**config.mk**
```make
export PLATFORM = sky130hd
export DESIGN_NAME = stage_if_mt_flat
export DESIGN_NICKNAME = d
export VERILOG_FILES = /design/src/rtl/stage_if_mt_if.sv /design/src/rtl/stage_if_mt.sv /design/src/flat_wrapper.sv
export SDC_FILE = /design/constraint.sdc
export NUM_CORES = 2
export LEC_CHECK = 0
export BUFFER_PORTS_ARGS = -buffer_cell sky130_fd_sc_hd__buf_2
export CELL_PAD_IN_SITES_DETAIL_PLACEMENT = 0
export CELL_PAD_IN_SITES_GLOBAL_PLACEMENT = 2
export CORE_ASPECT_RATIO = 2
export CORE_MARGIN = 10
export CORE_UTILIZATION = 45
export DETAILED_ROUTE_END_ITERATION = 8
export HOLD_SLACK_MARGIN = 0.03
export MAX_ROUTING_LAYER = met4
export PLACE_DENSITY_LB_ADDON = 0.1
export SYNTH_ARGS = -nofsm -noshare
export SYNTH_HDL_FRONTEND = slang
export SYNTH_SLANG_ARGS = --single-unit
```
**constraint.sdc**
```tcl
create_clock -name clk -period 15.7 [get_ports clk]
set_clock_uncertainty 0.1 [all_clocks]
set_input_delay 2.355 -clock clk [delete_from_list [all_inputs] [get_ports clk]]
set_output_delay 2.355 -clock clk [all_outputs]
set_load 0.1 [all_outputs]
```
**src/rtl/stage_if_mt_if.sv**
```systemverilog
// Bundle of the multithreaded fetch stage's TLB, ID, redirect and refill signals.
interface stage_if_mt_if #(
    parameter int N_THREADS  = 4,
    parameter int LINE_WORDS = 4
);
    localparam int TW = $clog2(N_THREADS);

    logic [31:0]              tlb_vaddr;
    logic [31:0]              tlb_paddr;
    logic                     tlb_miss;

    logic                     id_ready;
    logic                     id_valid;
    logic [31:0]              id_pc;
    logic [31:0]              id_instr;
    logic [TW-1:0]            id_thread;
    logic                     id_itlb_miss;

    logic                     redirect_en;
    logic [TW-1:0]            redirect_thread;
    logic [31:0]              redirect_pc;

    logic                     mem_req_valid;
    logic                     mem_req_ready;
    logic [31:0]              mem_req_addr;
    logic                     mem_rsp_valid;
    logic [32*LINE_WORDS-1:0] mem_rsp_data;

    logic [N_THREADS-1:0]     stalled;

    // Fetch stage side.
    modport master (
        output tlb_vaddr, input tlb_paddr, input tlb_miss,
        input id_ready, output id_valid, output id_pc, output id_instr,
        output id_thread, output id_itlb_miss,
        input redirect_en, input redirect_thread, input redirect_pc,
        output mem_req_valid, input mem_req_ready, output mem_req_addr,
        input mem_rsp_valid, input mem_rsp_data,
        output stalled
    );

    // TLB / ID stage / memory side.
    modport slave (
        input tlb_vaddr, output tlb_paddr, output tlb_miss,
        output id_ready, input id_valid, input id_pc, input id_instr,
        input id_thread, input id_itlb_miss,
        output redirect_en, output redirect_thread, output redirect_pc,
        input mem_req_valid, output mem_req_ready, input mem_req_addr,
        output mem_rsp_valid, output mem_rsp_data,
        input stalled
    );
endinterface

```
**src/rtl/stage_if_mt.sv**
```systemverilog
// Multithreaded instruction fetch: round-robin thread pick, direct-mapped
// physically tagged I-cache, single outstanding line refill.
module stage_if_mt #(
    parameter int          N_THREADS  = 4,
    parameter int          LINES      = 16,
    parameter int          LINE_WORDS = 4,
    parameter logic [31:0] RESET_PC   = 32'h0000_1000
) (
    input logic          clk,
    input logic          rst,
    stage_if_mt_if.master bus
);
    localparam int TW   = $clog2(N_THREADS);
    localparam int WB   = $clog2(LINE_WORDS);
    localparam int IB   = $clog2(LINES);
    localparam int OB   = WB + 2;
    localparam int TAGW = 32 - OB - IB;
    localparam int LW   = 32 * LINE_WORDS;

    typedef enum logic [1:0] {S_IDLE, S_REQ, S_WAIT, S_FILL} state_t;

    state_t               r_state, w_state_next;
    logic [31:0]          r_pc [N_THREADS];
    logic [N_THREADS-1:0] r_stall;
    logic [TW-1:0]        r_rr_last;
    logic [LINES-1:0]     r_valid;
    logic [TAGW-1:0]      r_tag [LINES];
    logic [LW-1:0]        r_data [LINES];
    logic [LW-1:0]        r_line_buf;
    logic [31:0]          r_req_addr;
    logic                 r_id_valid, r_id_itlb_miss;
    logic [31:0]          r_id_pc, r_id_instr;
    logic [TW-1:0]        r_id_thread;

    logic                 w_sel_valid;
    logic [TW-1:0]        w_sel, w_cand;
    logic [31:0]          w_pc_sel, w_instr;
    logic [IB-1:0]        w_idx;
    logic [TAGW-1:0]      w_tag;
    logic [WB-1:0]        w_word;
    logic [LW-1:0]        w_line;
    logic                 w_fetch, w_squash, w_hit;
    logic                 w_do_itlb, w_do_hit, w_do_miss, w_capture;
    logic                 w_unused;

    // Round-robin pick: first non-stalled thread after the last issued one.
    // NOTE: every always_comb output gets a default first, so no path leaves a latch.
    always_comb begin
        w_sel_valid = 1'b0;
        w_sel       = '0;
        w_cand      = '0;
        for (int k = 1; k <= N_THREADS; k++) begin
            w_cand = r_rr_last + TW'(k);
            if (!w_sel_valid && !r_stall[w_cand]) begin
                w_sel_valid = 1'b1;
                w_sel       = w_cand;
            end
        end
    end

    assign w_pc_sel = r_pc[w_sel];
    assign w_idx    = bus.tlb_paddr[OB +: IB];
    assign w_tag    = bus.tlb_paddr[31 -: TAGW];
    assign w_word   = bus.tlb_paddr[2 +: WB];
    assign w_line   = r_data[w_idx];
    assign w_instr  = w_line[{w_word, 5'b0} +: 32];
    assign w_hit    = r_valid[w_idx] && (r_tag[w_idx] == w_tag);
    assign w_unused = ^bus.tlb_paddr[1:0];

    // A redirect to the thread being fetched kills that fetch outright.
    assign w_fetch   = bus.id_ready && w_sel_valid;
    assign w_squash  = w_fetch && bus.redirect_en && (bus.redirect_thread == w_sel);
    assign w_do_itlb = w_fetch && !w_squash && bus.tlb_miss;
    assign w_do_hit  = w_fetch && !w_squash && !bus.tlb_miss && w_hit;
    // Misses seen while the line is being written are dropped; the thread retries.
    assign w_do_miss = w_fetch && !w_squash && !bus.tlb_miss && !w_hit && (r_state != S_FILL);
    assign w_capture = w_do_miss && (r_state == S_IDLE);

    // Refill next-state logic.
    always_comb begin
        w_state_next = r_state;
        case (r_state)
            S_IDLE:  if (w_capture)         w_state_next = S_REQ;
            S_REQ:   if (bus.mem_req_ready) w_state_next = S_WAIT;
            S_WAIT:  if (bus.mem_rsp_valid) w_state_next = S_FILL;
            S_FILL:                         w_state_next = S_IDLE;
            default:                        w_state_next = S_IDLE;
        endcase
    end

    // Refill state, request address and line valid bits.
    // NOTE: sequential state uses non-blocking assignments so every register samples pre-edge values.
    always_ff @(posedge clk or negedge rst) begin
        if (!rst) begin
            r_state    <= S_IDLE;
            r_req_addr <= '0;
            r_valid    <= '0;
        end else begin
            r_state <= w_state_next;
            if (w_capture) r_req_addr <= {bus.tlb_paddr[31:OB], {OB{1'b0}}};
            if (r_state == S_FILL) r_valid[r_req_addr[OB +: IB]] <= 1'b1;
        end
    end

    // Cache tag/data arrays and response buffer.
    // NOTE: storage arrays are not reset; the valid bits alone make stale contents harmless.
    always_ff @(posedge clk) begin
        if (r_state == S_WAIT && bus.mem_rsp_valid) r_line_buf <= bus.mem_rsp_data;
        if (r_state == S_FILL) begin
            r_tag[r_req_addr[OB +: IB]]  <= r_req_addr[31 -: TAGW];
            r_data[r_req_addr[OB +: IB]] <= r_line_buf;
        end
    end

    // Thread PCs, stall bits, round-robin pointer and the registered ID result.
    always_ff @(posedge clk or negedge rst) begin
        if (!rst) begin
            for (int t = 0; t < N_THREADS; t++) r_pc[t] <= RESET_PC;
            r_stall        <= '0;
            r_rr_last      <= TW'(N_THREADS - 1);
            r_id_valid     <= 1'b0;
            r_id_itlb_miss <= 1'b0;
            r_id_pc        <= '0;
            r_id_instr     <= '0;
            r_id_thread    <= '0;
        end else begin
            if (bus.id_ready) begin
                r_id_valid <= w_do_itlb || w_do_hit;
                if (w_do_itlb || w_do_hit) begin
                    r_id_pc        <= w_pc_sel;
                    r_id_instr     <= w_do_hit ? w_instr : 32'd0;
                    r_id_thread    <= w_sel;
                    r_id_itlb_miss <= w_do_itlb;
                end
                if (w_sel_valid) r_rr_last <= w_sel;
            end
            if (w_do_hit)  r_pc[w_sel]    <= w_pc_sel + 32'd4;
            if (w_do_miss) r_stall[w_sel] <= 1'b1;
            if (r_state == S_FILL) r_stall <= '0;
            if (bus.redirect_en) begin
                r_pc[bus.redirect_thread]    <= bus.redirect_pc;
                r_stall[bus.redirect_thread] <= 1'b0;
            end
        end
    end

    assign bus.tlb_vaddr     = w_pc_sel;
    assign bus.id_valid      = r_id_valid;
    assign bus.id_pc         = r_id_pc;
    assign bus.id_instr      = r_id_instr;
    assign bus.id_thread     = r_id_thread;
    assign bus.id_itlb_miss  = r_id_itlb_miss;
    assign bus.mem_req_valid = (r_state == S_REQ);
    assign bus.mem_req_addr  = r_req_addr;
    assign bus.stalled       = r_stall;
endmodule

```
**src/flat_wrapper.sv**
```systemverilog
// flat-port wrapper written by rule: the top's interface ports become plain ports
module stage_if_mt_flat 
#(
    parameter int          N_THREADS  = 4,
    parameter int          LINES      = 16,
    parameter int          LINE_WORDS = 4,
    parameter logic [31:0] RESET_PC   = 32'h0000_1000
)
  (clk, rst, bus_tlb_vaddr, bus_tlb_paddr, bus_tlb_miss, bus_id_ready, bus_id_valid, bus_id_pc, bus_id_instr, bus_id_thread, bus_id_itlb_miss, bus_redirect_en, bus_redirect_thread, bus_redirect_pc, bus_mem_req_valid, bus_mem_req_ready, bus_mem_req_addr, bus_mem_rsp_valid, bus_mem_rsp_data, bus_stalled);
  stage_if_mt_if #(.N_THREADS(N_THREADS), .LINE_WORDS(LINE_WORDS)) bus_i ();
  input logic clk;
  input logic rst;
  output wire logic [$bits(bus_i.tlb_vaddr)-1:0] bus_tlb_vaddr;
  input wire logic [$bits(bus_i.tlb_paddr)-1:0] bus_tlb_paddr;
  input wire logic [$bits(bus_i.tlb_miss)-1:0] bus_tlb_miss;
  input wire logic [$bits(bus_i.id_ready)-1:0] bus_id_ready;
  output wire logic [$bits(bus_i.id_valid)-1:0] bus_id_valid;
  output wire logic [$bits(bus_i.id_pc)-1:0] bus_id_pc;
  output wire logic [$bits(bus_i.id_instr)-1:0] bus_id_instr;
  output wire logic [$bits(bus_i.id_thread)-1:0] bus_id_thread;
  output wire logic [$bits(bus_i.id_itlb_miss)-1:0] bus_id_itlb_miss;
  input wire logic [$bits(bus_i.redirect_en)-1:0] bus_redirect_en;
  input wire logic [$bits(bus_i.redirect_thread)-1:0] bus_redirect_thread;
  input wire logic [$bits(bus_i.redirect_pc)-1:0] bus_redirect_pc;
  output wire logic [$bits(bus_i.mem_req_valid)-1:0] bus_mem_req_valid;
  input wire logic [$bits(bus_i.mem_req_ready)-1:0] bus_mem_req_ready;
  output wire logic [$bits(bus_i.mem_req_addr)-1:0] bus_mem_req_addr;
  input wire logic [$bits(bus_i.mem_rsp_valid)-1:0] bus_mem_rsp_valid;
  input wire logic [$bits(bus_i.mem_rsp_data)-1:0] bus_mem_rsp_data;
  output wire logic [$bits(bus_i.stalled)-1:0] bus_stalled;
  assign bus_tlb_vaddr = bus_i.tlb_vaddr;
  assign bus_i.tlb_paddr = bus_tlb_paddr;
  assign bus_i.tlb_miss = bus_tlb_miss;
  assign bus_i.id_ready = bus_id_ready;
  assign bus_id_valid = bus_i.id_valid;
  assign bus_id_pc = bus_i.id_pc;
  assign bus_id_instr = bus_i.id_instr;
  assign bus_id_thread = bus_i.id_thread;
  assign bus_id_itlb_miss = bus_i.id_itlb_miss;
  assign bus_i.redirect_en = bus_redirect_en;
  assign bus_i.redirect_thread = bus_redirect_thread;
  assign bus_i.redirect_pc = bus_redirect_pc;
  assign bus_mem_req_valid = bus_i.mem_req_valid;
  assign bus_i.mem_req_ready = bus_mem_req_ready;
  assign bus_mem_req_addr = bus_i.mem_req_addr;
  assign bus_i.mem_rsp_valid = bus_mem_rsp_valid;
  assign bus_i.mem_rsp_data = bus_mem_rsp_data;
  assign bus_stalled = bus_i.stalled;
  stage_if_mt #(.N_THREADS(N_THREADS), .LINES(LINES), .LINE_WORDS(LINE_WORDS), .RESET_PC(RESET_PC)) u_core (.clk(clk), .rst(rst), .bus(bus_i));
endmodule
```
### After elaboration in Yosys (flattened, before gate mapping)

Memories as Yosys holds them, arrays and structs flattened.
Cells that the tools add are included.

* register bits: 376
* word-level logic and storage cells: 130
* output and inout port bits: 137
* memories: 2
* bits in writable memories: 2432
* bits of input ports: 201

* reductions and logical operators: 33
* equal/unequal tests: 9
* bitwise gates (word level): 6
* mux-type cells: 45
* $lt $le $gt $ge: 15
* shift operators: 1
* add/subtract/negate cells: 4

Memory list
* u_core.r_data: words 16, bits a word 128, read ports 1, clocked after memory_dff 0, wr ports 1, line stage_if_mt.sv:28 `logic [LW-1:0] r_data [LINES];`
* u_core.r_tag: words 16, bits a word 24, read ports 1, clocked after memory_dff 0, wr ports 1, line stage_if_mt.sv:27 `logic [TAGW-1:0] r_tag [LINES];`

Operator list (count)
* 128-bit bitwise mux: 2
* 128-bit two-way mux: 2
* 32-bit two-way mux: 5
* 32-bit demux with 2-bit select: 2
* 128-bit by 8-bit indexed part select with 32-bit output: 1
* 32-bit binary-select mux with 2-bit select: 1
* 32-bit by 3-bit adder with 32-bit output (second input constant): 1
* 24-bit equality test: 1
* 1-bit logical AND: 20
* 2-bit by 3-bit less-than comparator with 1-bit output (second input constant): 6
* 16-bit OR: 1
* 1-bit two-way mux: 14
* 2-bit two-way mux: 7
* 4-bit two-way mux: 3
* 4-bit by 5-bit less-than comparator with 1-bit output (second input constant): 2
* 1-bit binary-select mux with 2-bit select: 4
* 1-bit zero test: 8
* 2-bit case mux with 4 select lines: 1
* 3-bit greater-or-equal comparator (second input constant): 2
* 3-bit by 1-bit less-than comparator with 1-bit output (second input constant): 2
* 2-bit NOT with 3-bit output: 2
* 2-bit adder (second input constant): 2
* 4-bit bitwise AND: 1
* 1-bit binary-select mux with 4-bit select: 1
* other kinds (16): 22

### Longest topological paths before layout

* word-level depth: 24
* gate-level depth with buffers: 22
* gate-level depth less buffers: 16

### Least setup slack after synthesis

No wires, ideal clock.

* path kind: register to register
* start point: register u_core.r_req_addr[5], in the netlist u_core.bus.mem_req_addr[5]
* end point: register u_core.r_valid[0]
* cell stages (with the launch flop): 4
* data required time: 15.469 ns
* slack: 2.836 ns
* setup time: 0.131 ns
* arrival: 12.633 ns
* buffers on the path: 0
* clock period less this slack: 12.864 ns
* cell sequence: dfrtp_1 or3b_2 nor3_1 or2_2

* cells in the longest elaborated chain, start to end: 5
* elaborated cells on any way between the ends: 6
* those cells by class: order compare (2); mux (2); bitwise (1); reduce/logical (1)

RTL lines
* start: declaration: line stage_if_mt.sv:30 `logic [31:0] r_req_addr;`
* start signal: assignment: line stage_if_mt.sv:100 `if (w_capture) r_req_addr <= {bus.tlb_paddr[31:OB], {OB{1'b0}}};`
* 4-bit by 5-bit less-than comparator with 1-bit output (not written as such) / 4-bit by 1-bit greater-or-equal comparator with 1-bit output (equally long branches): line stage_if_mt.sv:101 `if (r_state == S_FILL) r_valid[r_req_addr[OB +: IB]] <= 1'b1;`
* 1-bit logical AND (not written as such): line stage_if_mt.sv:101
* 1-bit two-way mux (not written as such): line stage_if_mt.sv:101
* 1-bit demux with 4-bit select *
* 16-bit OR (no line) *
* end signal: assignment: line stage_if_mt.sv:97 `r_valid <= '0;`
* end signal: indexed assignment: line stage_if_mt.sv:101
* end: declaration: line stage_if_mt.sv:26 `logic [LINES-1:0] r_valid;`

Every way passes the cells marked *; elsewhere a longest branch is shown, timed or not.
A chain may end at the register's enable or synchronous reset.

### Worst setup path in the final report

* start point: input bus_tlb_paddr[6]
* end point: register u_core.r_id_instr[10], in the netlist u_core.bus.id_instr[10]

* cells in the longest elaborated chain, start to end: 6
* elaborated cells on any way between the ends: 11
* those cells by class: eq/ne (1); shift (1); mux (3); reduce/logical (4); memory (2)

RTL lines
* start: declaration: line flat_wrapper.sv:14 `input wire logic [$bits(bus_i.tlb_paddr)-1:0] bus_tlb_paddr;`
* parallel branches: the longest is 6 deep, another holds memory read 16 x 128 bit
* end signal: assignment: line stage_if_mt.sv:131 `r_id_instr <= w_do_hit ? w_instr : 32'd0;`
* end: declaration: line stage_if_mt.sv:32 `logic [31:0] r_id_pc, r_id_instr;`

Parallel ways; which one is timed is not known. The select of a mux whose other input is x is not followed.

==> results.rst <==
.. list-table::
   :header-rows: 1

   * - Metric
     - Value
   * - Final max-slew violation count
     - 0
   * - Critical path class
     - input pin to flip-flop
   * - Global-route wire length before repair
     - about 400000 um
   * - Die Span X
     - between 300 and 400 um
   * - Number of antenna violations at the first check in global routing
     - 20
   * - Post-synthesis xor/xnor area fraction
     - less than 1%
   * - Antenna-violating nets left
     - 0
   * - CTS tree
     - yes
   * - CTS Root Buffer Type
     - sky130_fd_sc_hd__clkbuf_16
   * - FF+latch area
     - a little over 0.08 mm2
   * - Clock Tree Buf Depth
     - 4
   * - PD cells
     - ~160 mW/mm2
   * - Number of CTS-inserted buffers
     - between 200 and 250
   * - Fraction of the mapped netlist area in adder cells
     - less than 1%
   * - Post-layout min period
     - between 8 and 9 ns
   * - Share of the synthesized area in compound gates (AO/OA/AOI/OAI)
     - 1.344%
   * - Number of I/O pins
     - 338
   * - Port buffer count
     - between 300 and 400
   * - Worst stage delay on the critical path
     - just under 0.8 ns
   * - Most common cell after layout, fill and taps aside
     - sky130_fd_sc_hd__edfxtp_1
   * - Post-synthesis cell type with the largest combined area
     - sky130_fd_sc_hd__edfxtp_1
   * - Proportion of register bits with asynchronous set or reset after synthesis
     - ~8.8%
   * - Number of flops mapped to enable cells by yosys
     - roughly 2600
   * - Setup TNS
     - 0 ns
   * - Highest clock frequency the design can meet
     - about 120 MHz
   * - Number of hold-slack violations in the final timing report
     - 0
   * - Layout cells sized above 1
     - between 30% and 40%
   * - Number of sinks on the clock net
     - ~2800
   * - Buf/Inv on CP
     - 4
   * - Overflow left after global routing
     - 0
   * - Post-detailed-routing wire length
     - roughly 280000 um
   * - Vias
     - ~51000
   * - Post-Synth Simple-Gate Area
     - under 10%
   * - Max_slew headroom
     - between 20% and 30%
   * - Final GP Congestion
     - roughly 0.78
   * - Total area of multi-input combinational cells
     - between 0.02 and 0.025 mm2
   * - Pin count of the biggest net entering global routing
     - between 100 and 150
   * - Cells along the critical path
     - buf_8 > buf_4 > buf_4 > mux4_2 > mux2i_1 > mux2i_1 > xnor2_1 > nand4_1 > nor4_2 > or2b_1 > nor3_4 > buf_4 > mux2_2
   * - Count of cells resized by post-cts repair
     - 0
   * - Skew-Pair Late Insertion Delay
     - between 0.8 and 0.9 ns
   * - Cell types with the largest area share after synthesis
     - sky130_fd_sc_hd__edfxtp_1 71%, sky130_fd_sc_hd__mux4_2 15%, sky130_fd_sc_hd__dfrtp_1 5.6%
   * - Fin nets
     - roughly 5600
   * - Die Footprint
     - ~0.26 mm2
   * - Class of the most critical hold timing path
     - flip-flop to flip-flop
   * - Worst vdd ir
     - about 0.00031 V
   * - Global-route total usage across every layer
     - between 20% and 30%
   * - Count of different cell masters after synthesis
     - 78
   * - # Post-CTS Setup Buffers
     - 0
   * - Met2 WL post-DR
     - between 100000 and 150000 um
   * - Via count normalized by instance count
     - 5.829
   * - Post-synthesis sequential area ratio
     - 76.24%
   * - Mean instance size in the synthesized netlist
     - approximately 22 um2
   * - Most frequent cells in the layout
     - 2560 x sky130_fd_sc_hd__edfxtp_1, 733 x sky130_fd_sc_hd__mux4_2, 324 x sky130_fd_sc_hd__buf_2
   * - Number of warnings issued by yosys
     - 0
   * - Most used flip-flop cell after synthesis
     - sky130_fd_sc_hd__edfxtp_1
   * - Count of final setup violators
     - 0
   * - Detail-routed net length per standard cell
     - approximately 32 um
   * - Top Metal Used
     - met4
   * - Initial core utilization
     - 45.18%
   * - Clock-pin slew of the registers on the worst-case setup and hold paths
     - ~0.060 ns
   * - Drt first pass iters
     - 7
   * - Critical Path Fanout Max
     - 87
   * - MaxCap Viol Count
     - 0
   * - Startpoint Class
     - input pin
   * - Outcome
     - finished, final reports clean
   * - Number of cells produced by synthesis
     - about 4900
   * - Clock H-tree levels
     - 4
   * - Kind of capture point of the worst setup path
     - flip-flop
   * - DR DRC count
     - 0
   * - Static leakage
     - 39.80 nW
   * - CP max stage cell
     - sky130_fd_sc_hd__buf_4
   * - Number of buffers added to fix hold violations after cts
     - 0
   * - Initial detailed-routing violation count
     - about 4000
   * - Post-synthesis register bit count
     - approximately 2800
   * - Routed length on met1
     - between 100000 and 150000 um
   * - Synth-to-layout area growth
     - 12.49%
   * - Filler Cell Count
     - 19350
   * - Data required time at the worst endpoint
     - 16.35 ns
   * - Vias in the first global route
     - between 50000 and 60000
   * - Detail Placement HPWL
     - approximately 150000 um
   * - Critical path arrival
     - about 8.7 ns
   * - Summed instance area of the synthesized netlist
     - between 0.1 and 0.15 mm2
   * - Most common cell type on the critical path
     - sky130_fd_sc_hd__buf_4
   * - Post-route clock period utilization
     - 51.07%
   * - RSZ-0062 raised after global routing
     - no
   * - Transition time at the pin with the least slew margin
     - approximately 1.2 ns
   * - Chip height
     - around 720 um
   * - Fraction of synthesized cell area taken by the top area cell type
     - 70.54%
   * - Area of the placeable core
     - about 0.24 mm2
   * - Cell class contributing the biggest share of worst-path delay
     - buffers and inverters
   * - Detail Route met3 WL
     - between 10000 and 15000 um
   * - Standard-cell rows
     - between 200 and 300
   * - Main combinational cell family by area after synthesis
     - multiplexers
   * - Mux cell area share after synthesis
     - between 10% and 20%
   * - Share of the core filled with cells
     - roughly half
[worst register-to-register path: stages (launching register included)]
cell and delay [ns]:
sky130_fd_sc_hd__dfstp_2 0.58, sky130_fd_sc_hd__nor2_1 0.07, sky130_fd_sc_hd__o21a_1 0.22, sky130_fd_sc_hd__nor3_2 0.54
sky130_fd_sc_hd__buf_4 0.45, sky130_fd_sc_hd__nand2_1 0.10, sky130_fd_sc_hd__and3_1 0.16, sky130_fd_sc_hd__a31oi_1 0.48
sky130_fd_sc_hd__ha_1 0.37, sky130_fd_sc_hd__nand3_1 0.10, sky130_fd_sc_hd__mux2_2 0.27, sky130_fd_sc_hd__o22ai_1 0.44
sky130_fd_sc_hd__nor4b_2 0.30, sky130_fd_sc_hd__buf_4 0.21, sky130_fd_sc_hd__nand3_1 0.23, sky130_fd_sc_hd__nor4_1 0.88
sky130_fd_sc_hd__xnor2_1 0.30, sky130_fd_sc_hd__o211ai_1 0.23
[flip-flops by register name (all words and copies together), names as in the netlist, 2 cells and up]
name,cells
u_core.r_rr_last,2
u_core.bus.id_thread,2
u_core.r_valid,16
u_core.bus.id_pc,32
u_core.bus.id_instr,32
u_core.r_line_buf,128
u_core.bus.stalled,4
u_core.r_data,2048
u_core.r_pc,128
u_core.r_tag,384
u_core.r_state,2
u_core.bus.mem_req_addr,28
[per-layer routing]
metal | vias up | track usage [%]
met5 | - | -
met4 | 0 | 4.669
met3 | 364 | 2.254
met2 | 1250 | 37.05
met1 | 28180 | 27.55
li1 | 21400 | -
[worst paths after layout]
path	startpoint	end	slack (ns)	cells past startpoint
setup / recovery	bus_tlb_paddr[6]	u_core.bus.id_instr[10]$_DFFE_PN0P_	7.68	13
hold / removal	u_core.r_valid[10]$_DFFE_PN0P_	u_core.r_valid[10]$_DFFE_PN0P_	0.37	1
setup reg to reg	u_core.r_rr_last[0]$_DFFE_PN1N_	u_core.r_pc[30]$_DFF_PN0_	9.58	17
hold reg to reg	u_core.r_valid[10]$_DFFE_PN0P_	u_core.r_valid[10]$_DFFE_PN0P_	0.37	1
max in group asynchronous	rst	u_core.bus.id_pc[28]$_DFFE_PN0P_	11.21	4
min in group asynchronous	rst	u_core.bus.mem_req_addr[10]$_DFFE_PN0P_	1.35	1
[final cells by class]
| cell class | instances | area share [%] |
|---|---|---|
| Clock buffer | 351 | 5.641 |
| Inverter | 17 | 0.05205 |
| Clock inverter | 92 | 0.8298 |
| Antenna cell | 7 | 0.01429 |
| Timing Repair Buffer | 439 | 2.203 |
| Tap cell | 3212 | 3.278 |
| Multi-Input combinational cell | 1856 | 20.21 |
| Sequential cell | 2808 | 67.78 |
[report_power, final]
group	internal, mW	switching [mW]
registers	9.14	0.521
clock network	3.39	2.67
logic	0.989	2.99
total	13.5	6.18
[cell families (layout without fill, tap and decap cells)]
family	Yosys count	in the layout
and+or+nand+nor	496	496
AOI/OAI and AO/OA	220	220
buffers and inverters	284	899
muxes	1068	1068
other	1	11
xor gates and xnor gates	62	62
DFF	2808	2808
adders and majority gates	6	6
[stage by stage]
stage | instance area (um2) | cells | setup slack, ns | hold slack, ns | total power, mW
detailed placement | 114600 | 8332 | 6.689 | 0.3524 | 13.89
finish | 122600 | 8782 | 7.682 | 0.3656 | 19.70
global placement | 114600 | 8332 | 6.699 | 0.3457 | 13.81
CTS | 122600 | 8775 | 7.652 | 0.3690 | 19.96
floorplan | 109000 | 4948 | 2.836 | 0.3337 | 12.65
global route | 122600 | 8779 | 7.537 | 0.3782 | 20.42
[cell usage after synthesis (all sizes together), types with 15 or more instances]
library cell and number:
nor2 35, a31oi 15, mux2 130, buf 109
edfxtp 2560, and2 38, nand3 75, nand2 223
or2 19, dfrtp 242, xnor2 46, xor2 16
inv 16, mux2i 203, mux4 735, clkbuf 158
o21ai 80, nor3 25, o211ai 51
(Power assumes the default switching activity.)
